--- src/rtl/online_resid_acc.sv ---
// online_resid_acc: residual accumulator and output-digit selector of a
// radix-2 online multiplier, fed by two SDVM instances.
// Optional build macro: ONLINE_RESID_SAT_EN -- residual saturates instead of
// wrapping when the next residual leaves the WW-bit range.
module online_resid_acc #(
    parameter int unsigned Num_bits   = 4,
    parameter int unsigned DELTA      = 3,
    parameter int unsigned NUM_DIGITS = 4
) (
    input  logic                clk,
    input  logic                rst,
    input  logic                start,
    input  logic                write_enable,
    input  logic [Num_bits-1:0] vx_plus,
    input  logic [Num_bits-1:0] vx_minus,
    input  logic [Num_bits-1:0] vy_plus,
    input  logic [Num_bits-1:0] vy_minus,
    output logic [1:0]          STATE,
    output logic [1:0]          z_digit,
    output logic                z_valid,
    output logic                busy,
    output logic                done,
    output logic                overflow
);

    localparam int unsigned WW      = Num_bits + 4;
    localparam int unsigned VW      = WW + 2;
    localparam int unsigned CNT_MAX = (DELTA > NUM_DIGITS) ? DELTA : NUM_DIGITS;
    localparam int unsigned CW      = (CNT_MAX < 2) ? 1 : $clog2(CNT_MAX + 1);

    // Selection thresholds, digit weight and residual range at the step-sum width
    localparam logic signed [VW-1:0] H_POS = VW'(2 ** (Num_bits - 1));
    localparam logic signed [VW-1:0] H_NEG = -H_POS;
    localparam logic signed [VW-1:0] UNIT  = VW'(2 ** Num_bits);
    localparam logic signed [VW-1:0] W_MAX = VW'((2 ** (WW - 1)) - 1);
    localparam logic signed [VW-1:0] W_MIN = -(VW'(2 ** (WW - 1)));

    typedef enum logic [1:0] {
        S_IDLE   = 2'b00,
        S_WARMUP = 2'b01,
        S_RUN    = 2'b10,
        S_DONE   = 2'b11
    } state_t;

    state_t                 state_q;
    logic signed [WW-1:0]   w_q;
    logic [CW-1:0]          cnt_q;
    logic [1:0]             z_digit_q;
    logic                   z_valid_q;
    logic                   busy_q;
    logic                   done_q;
    logic                   ovf_q;

    logic signed [VW-1:0]   w_ext_c;
    logic signed [VW-1:0]   opx_c;
    logic signed [VW-1:0]   opy_c;
    logic signed [VW-1:0]   v_c;
    logic signed [VW-1:0]   wn_c;
    logic                   sel_pos_c;
    logic                   sel_neg_c;
    logic                   ovf_c;
    logic [WW-1:0]          w_d;
    logic [1:0]             z_d;

    // Step sum, digit selection (RUN only) and next residual with range handling
    always_comb begin
        w_ext_c   = {{(VW - WW){w_q[WW-1]}}, w_q};
        opx_c     = VW'(vx_plus) - VW'(vx_minus);
        opy_c     = VW'(vy_plus) - VW'(vy_minus);
        v_c       = (w_ext_c <<< 1) + opx_c + opy_c;
        sel_pos_c = (state_q == S_RUN) && (v_c >= H_POS);
        sel_neg_c = (state_q == S_RUN) && (v_c < H_NEG);
        wn_c      = v_c;
        z_d       = 2'b00;
        if (sel_pos_c) begin
            wn_c = v_c - UNIT;
            z_d  = 2'b10;
        end else if (sel_neg_c) begin
            wn_c = v_c + UNIT;
            z_d  = 2'b01;
        end
        ovf_c = (wn_c > W_MAX) || (wn_c < W_MIN);
`ifdef ONLINE_RESID_SAT_EN
        if (wn_c > W_MAX) begin
            w_d = WW'(W_MAX);
        end else if (wn_c < W_MIN) begin
            w_d = WW'(W_MIN);
        end else begin
            w_d = WW'(wn_c);
        end
`else
        w_d = WW'(wn_c);
`endif
    end

    // Sequencer: warm-up over DELTA steps, then NUM_DIGITS digit-emitting steps
    always_ff @(posedge clk or posedge rst) begin
        if (rst) begin
            state_q   <= S_IDLE;
            w_q       <= '0;
            cnt_q     <= '0;
            z_digit_q <= 2'b00;
            z_valid_q <= 1'b0;
            busy_q    <= 1'b0;
            done_q    <= 1'b0;
            ovf_q     <= 1'b0;
        end else begin
            z_valid_q <= 1'b0;
            done_q    <= 1'b0;
            case (state_q)
                S_IDLE: begin
                    if (start) begin
                        w_q     <= '0;
                        cnt_q   <= '0;
                        ovf_q   <= 1'b0;
                        busy_q  <= 1'b1;
                        state_q <= (DELTA == 0) ? S_RUN : S_WARMUP;
                    end
                end
                S_WARMUP: begin
                    if (write_enable) begin
                        w_q   <= w_d;
                        ovf_q <= ovf_q | ovf_c;
                        if (cnt_q == CW'(DELTA - 1)) begin
                            cnt_q   <= '0;
                            state_q <= S_RUN;
                        end else begin
                            cnt_q <= cnt_q + CW'(1);
                        end
                    end
                end
                S_RUN: begin
                    if (write_enable) begin
                        w_q       <= w_d;
                        ovf_q     <= ovf_q | ovf_c;
                        z_digit_q <= z_d;
                        z_valid_q <= 1'b1;
                        if (cnt_q == CW'(NUM_DIGITS - 1)) begin
                            cnt_q   <= '0;
                            done_q  <= 1'b1;
                            state_q <= S_DONE;
                        end else begin
                            cnt_q <= cnt_q + CW'(1);
                        end
                    end
                end
                S_DONE: begin
                    busy_q  <= 1'b0;
                    state_q <= S_IDLE;
                end
                default: begin
                    state_q <= S_IDLE;
                end
            endcase
        end
    end

    assign STATE    = state_q;
    assign z_digit  = z_digit_q;
    assign z_valid  = z_valid_q;
    assign busy     = busy_q;
    assign done     = done_q;
    assign overflow = ovf_q;

endmodule
--- config.mk ---
export PLATFORM = sky130hd
export DESIGN_NAME = online_resid_acc
export DESIGN_NICKNAME = d
export VERILOG_FILES = /design/src/rtl/online_resid_acc.sv
export SDC_FILE = /design/constraint.sdc
export NUM_CORES = 1
export LEC_CHECK = 0
export ABC_AREA = 1
export CAP_MARGIN = 5
export CORE_UTILIZATION = 57
export DETAILED_ROUTE_END_ITERATION = 8
export GPL_ROUTABILITY_DRIVEN = 0
export HOLD_SLACK_MARGIN = 0.05
export PLACE_DENSITY = 0.81
export SLEW_MARGIN = 20
export SYNTH_ARGS = -nofsm -noshare
export SYNTH_HDL_FRONTEND = slang
export SYNTH_SLANG_ARGS = --single-unit
--- constraint.sdc ---
create_clock -name clk -period 4.4 [get_ports clk]
set_clock_uncertainty 0.15 [all_clocks]
set_input_delay 0.66 -clock clk [delete_from_list [all_inputs] [get_ports clk]]
set_output_delay 0.66 -clock clk [all_outputs]
set_load 0.01 [all_outputs]
Yosys cells after proc, flatten, opt, wreduce, memory -nomap -nowiden --
Index checks and enable logic that the tools add are counted.
Operators by class: add/subtract/negate cells 7, magnitude comparators 4, equal/unequal tests 11, bitwise gates (word level) 1, reductions and logical operators 13, mux-type cells 29
Operators with widths (count):
- 10-bit two-way mux | 2
- 8-bit two-way mux | 2
- 8-bit case mux with 2 select lines | 1
- 3-bit two-way mux | 5
- 2-bit two-way mux | 6
- 10-bit by 5-bit adder with 10-bit output | 1
- 10-bit by 6-bit adder with 10-bit output, second input constant | 1
- 9-bit by 5-bit adder with 10-bit output | 1
- 10-bit by 5-bit greater-or-equal comparator with 1-bit output, second input constant | 1
- 10-bit by 8-bit greater-than comparator with 1-bit output, second input constant | 1
- 10-bit by 4-bit less-than comparator with 1-bit output, second input constant | 1
- 10-bit by 8-bit less-than comparator with 1-bit output, second input constant | 1
- 10-bit by 6-bit subtractor with 10-bit output, second input constant | 1
- 4-bit by 4-bit subtractor with 5-bit output | 2
- 1-bit two-way mux | 9
- 3-bit case mux with 3 select lines | 1
- 2-bit inequality test, second input constant | 4
- 2-bit case mux with 4 select lines | 1
- 3-bit by 2-bit == test with 1-bit output, second input constant | 2
- 5-bit AND reduction | 1
- 2-bit == test, second input constant | 2
- 2-bit by 1-bit inequality test with 1-bit output, second input constant | 2
- 1-bit case mux with 2 select lines | 2
- 2-bit AND reduction | 2
- other kinds (11) | 13
Word-level totals: bits of input ports 20, bits in registers 19, output and inout bits 8, logic and storage cells 73

Logic depth before layout (Yosys ltp) --
depth in word-level cells 12, gate-level depth with buffers 29, mapped depth without buffers 29

Worst setup path before layout --
No wires, ideal clock.
kind input to register, from input vx_plus[0], to register ovf_q (netlist: overflow), arrival 3.961 ns, cell stages on the path 27, path slack 0.216 ns, cells stage by stage inv_1 -> ha_1 -> inv_1 -> fa_1 -> inv_1 -> fa_1 -> inv_1 -> ha_1 -> inv_1 -> fa_1 -> inv_1 -> nand2_1 -> nand2_2 -> xnor2_2 -> inv_2 -> ha_1 -> nand3_1 -> nor2_4 -> nand2_2 -> nand3_1 -> nand2_1 -> nand2_1 -> nand2_1 -> nor2_1 -> nand2_1 -> nand3_2 -> a21oi_2
On the way: cells in the longest elaborated chain, start to end 12, elaborated cells between the ends (all ways) 17, classes of those cells add/sub (5); order compare (4); mux (4); bitwise (1); reduce/logical (3)
RTL lines:
- start: declaration | RTL line 14 | input logic [Num_bits-1:0] vx_plus,
- 4-bit by 4-bit subtractor with 5-bit output * | RTL line 68 | opx_c = VW'(vx_plus) - VW'(vx_minus);
- 9-bit by 5-bit adder with 10-bit output * | RTL line 70 | v_c = (w_ext_c <<< 1) + opx_c + opy_c;
- 10-bit by 5-bit adder with 10-bit output * | RTL line 70
- 10-bit by 4-bit less-than comparator with 1-bit output | RTL line 72 | sel_neg_c = (state_q == S_RUN) && (v_c < H_NEG);
- 1-bit logical AND | RTL line 72
- 10-bit two-way mux | RTL line 78 | end else if (sel_neg_c) begin
- 10-bit two-way mux * | RTL line 75 | if (sel_pos_c) begin
- 10-bit by 8-bit greater-than comparator with 1-bit output or 10-bit by 8-bit less-than comparator with 1-bit output (tied branches) | RTL line 82 | ovf_c = (wn_c > W_MAX) || (wn_c < W_MIN);
- 1-bit logical OR * | RTL line 82
- 1-bit OR * | RTL line 123, 135
- 1-bit two-way mux * | RTL line 121, 133
- 1-bit case mux with 2 select lines * | RTL line 110 | case (state_q)
- end signal: assignment | RTL line 123 | ovf_q <= ovf_q | ovf_c;
- end signal: assignment | RTL line 135 | ovf_q <= ovf_q | ovf_c;
- end: declaration | RTL line 52 | logic ovf_q;
Every way passes the cells marked *; elsewhere a longest branch is shown, timed or not. The select of a mux whose other input is x is not followed. A chain may end at the register's enable or synchronous reset.

Worst setup path in the final report --
from input vx_minus[2], to register w_q[6]
On the way: cells in the longest elaborated chain, start to end 9, elaborated cells between the ends (all ways) 13, classes of those cells add/sub (5); order compare (2); mux (4); reduce/logical (2)
RTL lines:
- start: declaration | RTL line 15 | input logic [Num_bits-1:0] vx_minus,
- 4-bit by 4-bit subtractor with 5-bit output * | RTL line 68
- 9-bit by 5-bit adder with 10-bit output * | RTL line 70
- 10-bit by 5-bit adder with 10-bit output * | RTL line 70
- 10-bit by 4-bit less-than comparator with 1-bit output | RTL line 72
- 1-bit logical AND | RTL line 72
- 10-bit two-way mux | RTL line 78
- 10-bit two-way mux * | RTL line 75
- 8-bit two-way mux * | RTL line 121, 133
- 8-bit case mux with 2 select lines * | RTL line 110
- end signal: assignment | RTL line 122 | w_q <= w_d;
- end signal: assignment | RTL line 134 | w_q <= w_d;
- end: declaration | RTL line 46 | logic signed [WW-1:0] w_q;
Marks and branches as above.

==> impl_results.md <==
* Detail Placement HPWL at roughly 4500 um
* Slowest-stage cell, CP: clkdlybuf4s50_1
* Clk_lat worst skew at 0.26 ns
* Min-delay worst type: reg2reg
* Post-synthesis sequential area ratio at 20.2%
* DRT antenna net count at 0
* Post-synth EDFFs at 0
* Reg2Reg Setup Slack at about 0.96 ns
* Row Count at 23
* Highest metal used: met4
* Metal3 WL at a little under 600 um
* Post-DR vias/cell at 5.68
* Routed WL at between 8000 and 9000 um
* Worst hold slack at around 0.35 ns
* Main synth FF type: dfrtp_1
* Post-synthesis compound-gate area fraction at 10.1%
* WP data required at 4.36 ns
* Multiplexer area fraction after synthesis at 0%
* Hold Path Cell Cnt at 2
* Fmax at ~230 MHz
* Min cycle time layout at around 4.4 ns
* Run status: finished, violations left
* Clock tree buffer depth at 2
* Clk root buf: clkbuf_8
* WS Path Type: in2reg
* Ys async rst share at 100%
* DR WL/cell at 17.6 um
* I/O Pins at 28
* Fin nets at ~480
* Netlist cell types at 28
* Number of diodes at 0
* Worst slack at placement at -0.448 ns
* Top delay family on crit path: buffers and inverters
* Core box area at approximately 4000 um2
* Full die area at 4390 um2
* Fin crit share at 101%
* Worst setup EP type: register
* Post-synthesis net count at roughly 390
* Post-Syn Area at about 2400 um2
* Commonest non-fill, non-tap cell in the layout: inv_1
* Setup TNS at -0.0429 ns
* Buffers and inverters on the worst path at 7
* Vias at 2666
* Initial Utilization at roughly three fifths
* CP Max Fanout at 7
* Hold_buf cts at 0
* Slew HR at between 40% and 50%
* Final hold vios at 0
* Crit path largest cell delay at approximately 0.46 ns
* Port Buf Inserts at 27
* Final setup fails at 2
* Metal-1 WL at between 3000 and 4000 um
* Max Cap Viol at 0
* Clock Sinks at 19
* Ys Warns at 0
* Worst slew pin tran at 0.761 ns
* Xor-xnor portion of the synthesized cell area at 4.73%
* Adder-cell share of the synthesized area at between 20 and 25%
* H-tree levels at 1
* Initial antenna violation count at 0
* First-pass GRT wire length at around 10000 um
* Syn Inst Count at between 300 and 400
* Final WS setup at -0.0347 ns
* Chip height at between 60 and 70 um
* Area growth, synth to finish at 51.4%
* GRT Util Overall at between 30% and 40%
* TritonRoute pass-1 iters at 5
* Routed wl met2 at roughly 4200 um
* Syn avg cell area at approximately 7.1 um2
* Fin. max-slew vios at 0
* Critical path depth at 26
* Simple-gate share of the synthesized area at 27.8%
* Failing checks: negative setup slack
* Worst-path clk slew at approximately 0.070 ns
* Commonest non-fill, non-tap cells in the layout: 65 x inv_1, 56 x nand2_1, 54 x buf_4, 21 x nand2_2
* Min-Delay Startpoint: z_digit[0]
* Largest family of logic cells by synthesized area: simple AND/OR/NAND/NOR gates
* Die X at about 66 um
* Vias in the first global route at between 2000 and 2500
* Num CTS Buffers at 3
* R2r startpoint: w_q[0]
* Reg2Reg Depth at 21
* Worst Path Arrival at approximately 4.4 ns
* Largest net degree at the start of global routing at 20
* Share of layout cells above drive strength 1 at between 30% and 40%
* Total gr overflow at 0
* # DRC at 0
* Beginning of the critical path: vx_minus[2]
* DR iter-0 viols at between 200 and 250
* Synth Register Bits at 19
* CTS tree: built
* Fin util at roughly 90%
* Startpoint types: input port
repair_timing:
item | in CTS | in global routing
resized for setup | 44 | 56
endpoints found under the setup margin | 5 | 6
pin swaps | 29 | 31
buffers inserted | 8 | 9
worst register-to-register path, cell delays in order (launching register included):
cell and delay (ns):
dfrtp_1 0.35, inv_1 0.08, fa_1 0.49, inv_1 0.08
ha_2 0.18, inv_2 0.04, fa_2 0.40, inv_2 0.09
nand2_2 0.07, nand2_4 0.08, xnor2_4 0.17, ha_4 0.21
nand3_4 0.08, nor2_4 0.09, nand2_2 0.08, nand2_4 0.12
inv_4 0.06, nor2_4 0.10, o21ai_4 0.07, a21oi_2 0.15
o21ai_2 0.09, o21ai_1 0.10
stage by stage:
step / std cells / instance area (um2)
3_5_place_dp: 448 / 2970
6_report: 469 / 3570
4_1_cts: 460 / 3250
3_3_place_gp: 448 / 2970
5_1_grt: 469 / 3570
2_1_floorplan: 333 / 2360
per-layer routing:
layer  up-vias  track usage [%]
met1      1243             37.7
li1       1208                -
met3        61             5.52
met5         -                0
met4         0             9.84
met2       154             56.1
flip-flops by register name, indices dropped and copies added (netlist names):
| register | count |
|---|---|
| z_valid | 1 |
| done | 1 |
| busy | 1 |
| w_q | 8 |
| z_digit | 2 |
| STATE | 2 |
| overflow | 1 |
| cnt_q | 3 |
layout make-up:
| class | count | area [um2] |
|---|---|---|
| tap | 50 | 62.6 |
| sequential | 19 | 475 |
| timing repair buffer | 82 | 688 |
| multi-input combinational | 231 | 1980 |
| clock inverter | 1 | 5.00 |
| inverter | 83 | 314 |
| fill | 170 | 404 |
| clock buffer | 3 | 41.3 |
cell usage after synthesis (7+ instances only):
cell | number | share of area (%)
nand2_2 | 11 | 2.9
dfrtp_1 | 19 | 20
a21oi_1 | 7 | 1.5
inv_1 | 74 | 12
o21ai_0 | 18 | 3.8
ha_1 | 34 | 18
nor2_1 | 19 | 3.0
inv_2 | 9 | 1.4
fa_1 | 7 | 5.9
nand2_1 | 68 | 11
nand3_1 | 21 | 4.5
path summary, 6_finish.rpt:
path                                    to
worst min register to register  z_digit[0]
max in group asynchronous           w_q[6]
worst max-delay path                w_q[6]
worst min-delay path            z_digit[0]
min in group asynchronous           w_q[7]
worst max register to register      w_q[6]
kinds of logic after synthesis:
kind of cell	after synthesis
AO/OA/AOI/OAI	42
XOR/XNOR	11
adder cells (fa/ha/maj)	41
buffers and inverters	83
flip-flops	19
AND/OR/NAND/NOR	137
Power is left out: the tool's default activity adds up to more than one toggle a clock period on the data nets, which glitch-free logic cannot reach.
